File: src/rtl/store_buffer.sv
`default_nettype none
// ============================================================================
// store_buffer
//   FIFO write buffer between MEM stage and data memory, with youngest-match
//   store-to-load forwarding and a starvation-guarded single memory port.
//   Revision: 1.0
// ============================================================================
module store_buffer #(
  parameter int DEPTH        = 4,
  parameter int STARVE_LIMIT = 8
) (
  input  logic                   clk_i,
  input  logic                   rst_i,
  input  logic                   st_valid_i,
  input  logic [31:0]            st_addr_i,
  input  logic [31:0]            st_data_i,
  output logic                   st_ready_o,
  input  logic                   ld_req_i,
  input  logic [31:0]            ld_addr_i,
  output logic [31:0]            ld_data_o,
  output logic                   ld_hit_o,
  output logic                   ld_stall_o,
  output logic [31:0]            mem_addr_o,
  output logic [31:0]            mem_data_o,
  output logic                   mem_write_o,
  output logic                   mem_read_o,
  input  logic [31:0]            mem_data_i,
  output logic                   empty_o,
  output logic [$clog2(DEPTH):0] count_o
);

  localparam int PW = $clog2(DEPTH);
  localparam int CW = PW + 1;
  localparam int SW = $clog2(STARVE_LIMIT + 1);
  localparam logic [CW-1:0] C_DEPTH        = CW'(DEPTH);
  localparam logic [SW-1:0] C_STARVE_LIMIT = SW'(STARVE_LIMIT);

  logic          ent_valid [DEPTH];
  logic [31:0]   ent_addr  [DEPTH];
  logic [31:0]   ent_data  [DEPTH];
  logic [PW-1:0] head;
  logic [PW-1:0] tail;
  logic [CW-1:0] count;
  logic [SW-1:0] starve;

  logic          hit;
  logic [31:0]   hit_data;
  logic [PW-1:0] slot;
  logic          empty;
  logic          enq;
  logic          force_drain;
  logic          drain;

  // Walk entries oldest to youngest so the youngest match is the last one kept.
  always_comb begin
    hit      = 1'b0;
    hit_data = '0;
    slot     = head;
    for (int i = 0; i < DEPTH; i++) begin
      slot = head + PW'(i);
      if (ld_req_i && ent_valid[slot] && (ent_addr[slot] == ld_addr_i)) begin
        hit      = 1'b1;
        hit_data = ent_data[slot];
      end
    end
  end

  assign empty       = (count == '0);
  assign st_ready_o  = (count < C_DEPTH);
  assign enq         = st_valid_i & st_ready_o;
  assign force_drain = ~empty & (starve == C_STARVE_LIMIT);
  assign drain       = ent_valid[head] & (~ld_req_i | hit | force_drain);

  // Memory port: a drain owns it whenever it happens; otherwise a load miss reads.
  assign mem_write_o = drain;
  assign mem_read_o  = ld_req_i & ~hit & ~force_drain;
  assign mem_addr_o  = drain ? ent_addr[head] : (mem_read_o ? ld_addr_i : '0);
  assign mem_data_o  = drain ? ent_data[head] : '0;

  assign ld_hit_o   = hit;
  assign ld_stall_o = ld_req_i & ~hit & force_drain;
  assign ld_data_o  = ~ld_req_i ? '0 : (hit ? hit_data : mem_data_i);

  assign empty_o = empty;
  assign count_o = count;

  always_ff @(posedge clk_i) begin
    if (rst_i) begin
      head   <= '0;
      tail   <= '0;
      count  <= '0;
      starve <= '0;
      for (int i = 0; i < DEPTH; i++) begin
        ent_valid[i] <= 1'b0;
      end
    end else begin
      if (drain) begin
        ent_valid[head] <= 1'b0;
        head            <= head + PW'(1);
      end
      if (enq) begin
        ent_valid[tail] <= 1'b1;
        tail            <= tail + PW'(1);
      end
      count <= count + CW'(enq) - CW'(drain);
      if (drain || empty) begin
        starve <= '0;
      end else if (ld_req_i && !hit && !force_drain) begin
        starve <= starve + SW'(1);
      end
    end
  end

  // Payload storage needs no reset; the valid bits qualify it.
  always_ff @(posedge clk_i) begin
    if (enq) begin
      ent_addr[tail] <= st_addr_i;
      ent_data[tail] <= st_data_i;
    end
  end

endmodule
`default_nettype wire

File: config.mk
export PLATFORM = sky130hd
export DESIGN_NAME = store_buffer
export DESIGN_NICKNAME = d
export VERILOG_FILES = /design/src/rtl/store_buffer.sv
export SDC_FILE = /design/constraint.sdc
export NUM_CORES = 1
export LEC_CHECK = 0
export CORE_MARGIN = 2
export CORE_UTILIZATION = 60
export DETAILED_ROUTE_END_ITERATION = 16
export MAX_ROUTING_LAYER = met4
export PLACE_DENSITY_LB_ADDON = 0.25
export SYNTH_ARGS = -nofsm -noshare
export SYNTH_HDL_FRONTEND = slang
export SYNTH_SLANG_ARGS = --single-unit
File: constraint.sdc
create_clock -name clk_i -period 11.47 [get_ports clk_i]
set_input_delay 2.294 -clock clk_i [delete_from_list [all_inputs] [get_ports clk_i]]
set_output_delay 2.294 -clock clk_i [all_outputs]
set_load 0.05 [all_outputs]
After elaboration in Yosys (flattened, before gate mapping) --
Memory sizes are Yosys's and may differ from the RTL's. A register that Yosys moved wholly into a read port is not among the register bits. Cells that the tools add are included.
Storage, ports and cells: memory bits (writable) 260, logic and storage cells 83, input port bits 132, register bits after elaboration 11, memories 3
Cells by class: order comparisons 1, bitwise logic cells 12, add/subtract/negate cells 7, eq/ne operators 5, muxes and demuxes 34, reductions and logical operators 17
Memory list:
- ent_addr | words 4, bits a word 32, read ports 4, clocked after memory_dff 1, write ports 1, line 39 | logic [31:0] ent_addr [DEPTH];
- ent_data | words 4, bits a word 32, read ports 4, clocked after memory_dff 1, write ports 1, line 40 | logic [31:0] ent_data [DEPTH];
- ent_valid | words 4, bits a word 1, read ports 4, clocked after memory_dff 1, write ports 4, line 38 | logic ent_valid [DEPTH];
Operator list (number):
- 32-bit two-way mux | 9
- 32-bit equality test | 4
- 1-bit two-way mux | 17
- 2-bit two-way mux | 8
- 1-bit logical AND | 10
- 1-bit bitwise AND | 6
- 2-bit by 1-bit adder with 2-bit output (second input constant) | 2
- 2-bit adder (second input constant) | 2
- 4-bit by 1-bit adder with 4-bit output (second input constant) | 1
- 4-bit equality test (second input constant) | 1
- 1-bit inverter | 4
- 3-bit by 1-bit adder with 3-bit output | 1
- 3-bit zero test | 1
- 3-bit < comparator (second input constant) | 1
- 3-bit by 1-bit subtractor with 3-bit output | 1
- 1-bit zero test | 2
- 1-bit bitwise OR | 2
- 1-bit OR reduction | 2
- 2-bit OR reduction | 1
- 1-bit logical OR | 1

Logic depth before layout (Yosys ltp) --
An unclocked memory read counts as a cell.
word-level depth 15, mapped depth 21

Least setup slack after synthesis --
OpenSTA, ideal clock, no wires.
kind input-to-output, from input port ld_addr_i[21], to output port mem_addr_o[25], path slack 3853 ps, arrival time 5323 ps, cell stages on the path 11, cell sequence clkbuf_1 -> inv_1 -> a22o_1 -> a211oi_1 -> nand4_1 -> nor4_1 -> o2bb2a_1 -> nand4_2 -> inv_2 -> buf_2 -> o31ai_1
Between the ends: longest elaborated chain between the ends 11, elaborated cells on any way between the ends 20
Ends and longest elaborated chain:
- from (decl) | line 19 | input logic [31:0] ld_addr_i,
- 32-bit equality test | line 61 | if (ld_req_i && ent_valid[slot] && (ent_addr[slot] == ld_addr_i)) begin
- 1-bit logical AND | line 61
- 1-bit two-way mux (3 in a row) | line 61
- 1-bit two-way mux (*) | line 61
- 1-bit inverter | line 76 | assign mem_read_o = ld_req_i & ~hit & ~force_drain;
- 1-bit bitwise AND (2 in a row) | line 76
- 32-bit two-way mux | line 77 | assign mem_addr_o = drain ? ent_addr[head] : (mem_read_o ? ld_addr_i : '0);
- 32-bit two-way mux (*) | line 77
- to (decl) | line 23 | output logic [31:0] mem_addr_o,
Every way passes the cells marked *; elsewhere a longest branch is shown, timed or not.

Worst setup path in the final report --
from input port ld_addr_i[1], to output port ld_data_o[13]
Between the ends: longest elaborated chain between the ends 8, elaborated cells on any way between the ends 18
Ends and longest elaborated chain:
- 32-bit equality test | line 61
- 1-bit logical AND | line 61
- 32-bit two-way mux / 1-bit two-way mux (equally long branches) (4 in a row) | line 61
- 32-bit two-way mux (*) (2 in a row) | line 82 | assign ld_data_o = ~ld_req_i ? '0 : (hit ? hit_data : mem_data_i);
- to (decl) | line 20 | output logic [31:0] ld_data_o,
Marked as above.

==> flow_metrics.env <==
export IMPL_cp_required_ps=9180
export IMPL_cts_hold_buf=0
export IMPL_synth_ff_latch_count=273
export IMPL_clk_pin_slew_worst_paths_ps=60
export IMPL_yosysUniqueCellTypes=64
export IMPL_place_ws_ps=2110
export IMPL_via_count=14108
export IMPL_dr_pass1_iters=6
export IMPL_place_inst=1912
export IMPL_drc=0
export IMPL_synth_top_area_share_pct=40.8
export IMPL_startpoint_type="input port"
export IMPL_cts_tree="built"
export IMPL_power_density_nw_per_um2=146
export IMPL_skew_ps=14.4
export IMPL_post_dp_hpwl_mm=33.8
export IMPL_finalCriticalPeriod_ps=9590
export IMPL_maxSlewHeadroom_pct=21.5
export IMPL_die_x_um=181
export IMPL_syn2layout_area_growth_pct=17.6
export IMPL_hold_ws_ps=506
export IMPL_criticalPathCategory="in2out"
export IMPL_hold_viol=0
export IMPL_synth_edf_count=256
export IMPL_hold_path_class="reg2reg"
export IMPL_slowest_stage="clkdlybuf4s50_1"
export IMPL_cp_buffers_inverters=3
export IMPL_status="completed"
export IMPL_async_reset_ff_share_pct=0
export IMPL_place_congestion=0.960
export IMPL_maxCapViolCount=0
export IMPL_utilization_pct=72.1
export IMPL_ys_flop_type="edfxtp_1"
export IMPL_numCtsBuffers=30
export IMPL_yosys_warnings=0
export IMPL_critPathMaxStageDelay_ps=820
export IMPL_worstPathArrival_ps=7290
export IMPL_drive_gt1_share_pct=20.1
export IMPL_layout_cells_non_filler=1968
export IMPL_grt_pass1_wl_mm=81.9
export IMPL_synth_area_leader_cell="edfxtp_1"
export IMPL_drt_wl_total_mm=52.9
export IMPL_syn_area_sq_um=18800
export IMPL_grt_overflow=0
export IMPL_detail_route_antenna_nets=0
export IMPL_avgSynthCellArea_sq_um=13.4
export IMPL_grt_max_degree=78
export IMPL_max_freq_mhz=104
export IMPL_crit_top_cell="clkdlybuf4s50_1"
export IMPL_h_tree_depth=1
export IMPL_viasPerCell=7.17
export IMPL_cts_resized_gates=0
export IMPL_nNetsFinal=1688
export IMPL_clock_path_buffers=3
export IMPL_fin_crit_sh_pct=83.6
export IMPL_fin_ws_ps=1880
export IMPL_ir_drop_mv=0.120
export IMPL_num_rows=64
export IMPL_ioPinCount=237
export IMPL_fin_setup_tns_ps=0
export IMPL_drtIter0Drc=2053
export IMPL_gr_usage_all_layers_pct=33.4
export IMPL_syn_nets=1548
export IMPL_rsz0062_at_grt="no"
export IMPL_antenna_found_initial=3
export IMPL_worstPathMaxFanout=31
export IMPL_end_kind="output pin"
export IMPL_p_leak_uw=0.00674
export IMPL_core_sq_um=30700
export IMPL_cts_setup_buffers=0
export IMPL_path_delay_family="simple AND/OR/NAND/NOR gates"
export IMPL_synthesis_instances=1408
export IMPL_start_util_pct=61.2
export IMPL_yosysSeqAreaShare_pct=42.6
export IMPL_root_buffer="clkbuf_16"
export IMPL_grt_pass1_vias=14083
export IMPL_slew_violations=0
export IMPL_port_buffers=236
export IMPL_worstSkewPairLatency_ps=570
export IMPL_cp_cell_sequence="clkdlybuf4s50_1 > inv_1 > xnor2_1 > nor4_1 > nand4_1 > nor4_2 > and3_2 > a221oi_1 > o311a_1 > nor2_1 > clkdlybuf4s50_1"
export IMPL_die_height_um=181
export IMPL_dieArea_sq_um=32800
export IMPL_synthTopCellsByArea="edfxtp_1 (41%), mux4_2 (27%), xnor2_1 (4.3%)"
export IMPL_avgRoutedWirePerCell_um=26.9
export IMPL_setup_violations=0
export IMPL_tightest_slew_ps=1180
export IMPL_cts_sinks=273
## worst register-to-register path, stage by stage, from the launching register on
cell and delay, ps:
dfxtp_4 990, buf_4 650, buf_4 590, mux4_2 420, xnor2_1 160, nor4_1 560
nand4_1 420, nor4_2 580, nand3_1 190, nand4_2 180, inv_2 410, nor2_2 500
xor2_1 190, ha_1 170, inv_1 50, fa_1 390, xor2_1 160, xnor2_1 150
nor2_1 50
## cells in the final DEF, fill, tap and decap left out, types with 32 or more instances in the layout
cell type and instances:
edfxtp_1 256, a221oi_1 32, nand2_1 118, mux2i_1 65
clkdlybuf4s50_1 236, and3_1 33, nor2_1 92, mux4_2 222
xnor2_1 92, a21oi_1 46, o21ai_0 37
## flip-flops by register name, summed over array words and instances (netlist names), named ones only
signal / flops
ent_data: 128
count_o: 3
ent_addr: 128
head: 2
starve: 4
ent_valid: 4
tail: 2
## Yosys cell counts (all sizes together) (7+ instances only)
master  count
nor3       23
nor2       93
xor2       26
buf        82
ha          7
a221oi     32
o21ai      37
edfxtp    256
xnor2      92
o311a      31
nand2b      7
nand3      17
and3       34
and2        7
a21oi      46
dfxtp      17
nand4      19
clkbuf     65
inv        21
nor4        9
nand2     118
mux4      223
mux2i      65
## metal layers
metal / GRT usage, % / part of all wire (%) / vias to the layer above
li1: - / - / 5951
met1: 46.7 / 38 / 7082
met2: 50.5 / 47 / 936
met3: 6.11 / 11 / 139
met4: 10.4 / 3.0 / 0
met5: - / 0 / -
## cell type report
class                           count  area, sq um
Multi-Input combinational cell    966        10000
Fill cell                        2031         8590
Sequential cell                   273         8040
Timing Repair Buffer              255         2520
Clock buffer                       44          865
Tap cell                          396          495
Clock inverter                      9          103
Inverter                           22         82.6
Antenna cell                        3         7.51
## stage by stage
| step | cell area [sq um] | total power, uW |
|---|---|---|
| after floorplan | 18800 | 1980 |
| after global placement | 21200 | 2250 |
| after detailed placement | 21200 | 2280 |
| after CTS | 22100 | 3220 |
| after global routing | 22200 | 3330 |
| final | 22200 | 3220 |
## power breakdown
group,internal (uW),leakage (uW),switching (uW)
Combinational,428,0.00379,545
Sequential,1200,0.00248,101
Clock,562,0.000469,390
## logic make-up after synthesis
group                    after synthesis  share of synthesized area (%)
AND/OR/NAND/NOR                      350                           9.09
adder cells (fa/ha/maj)                8                          0.571
multiplexers                         293                           30.4
flip-flops                           273                           42.6
buffers and inverters                169                           4.21
AO/OA/AOI/OAI                        197                           7.60
XOR/XNOR                             118                           5.49
## final timing paths
kind,from,to,slack [ps],depth (start not counted)
worst min register to register,starve[1],starve[1],510,2
worst max-delay path,ld_addr_i[1],ld_data_o[13],1880,11
worst max register to register,head[1],count_o[2],4530,18
worst min-delay path,starve[1],starve[1],510,2
Note: power is estimated with default switching activity, not from simulation.
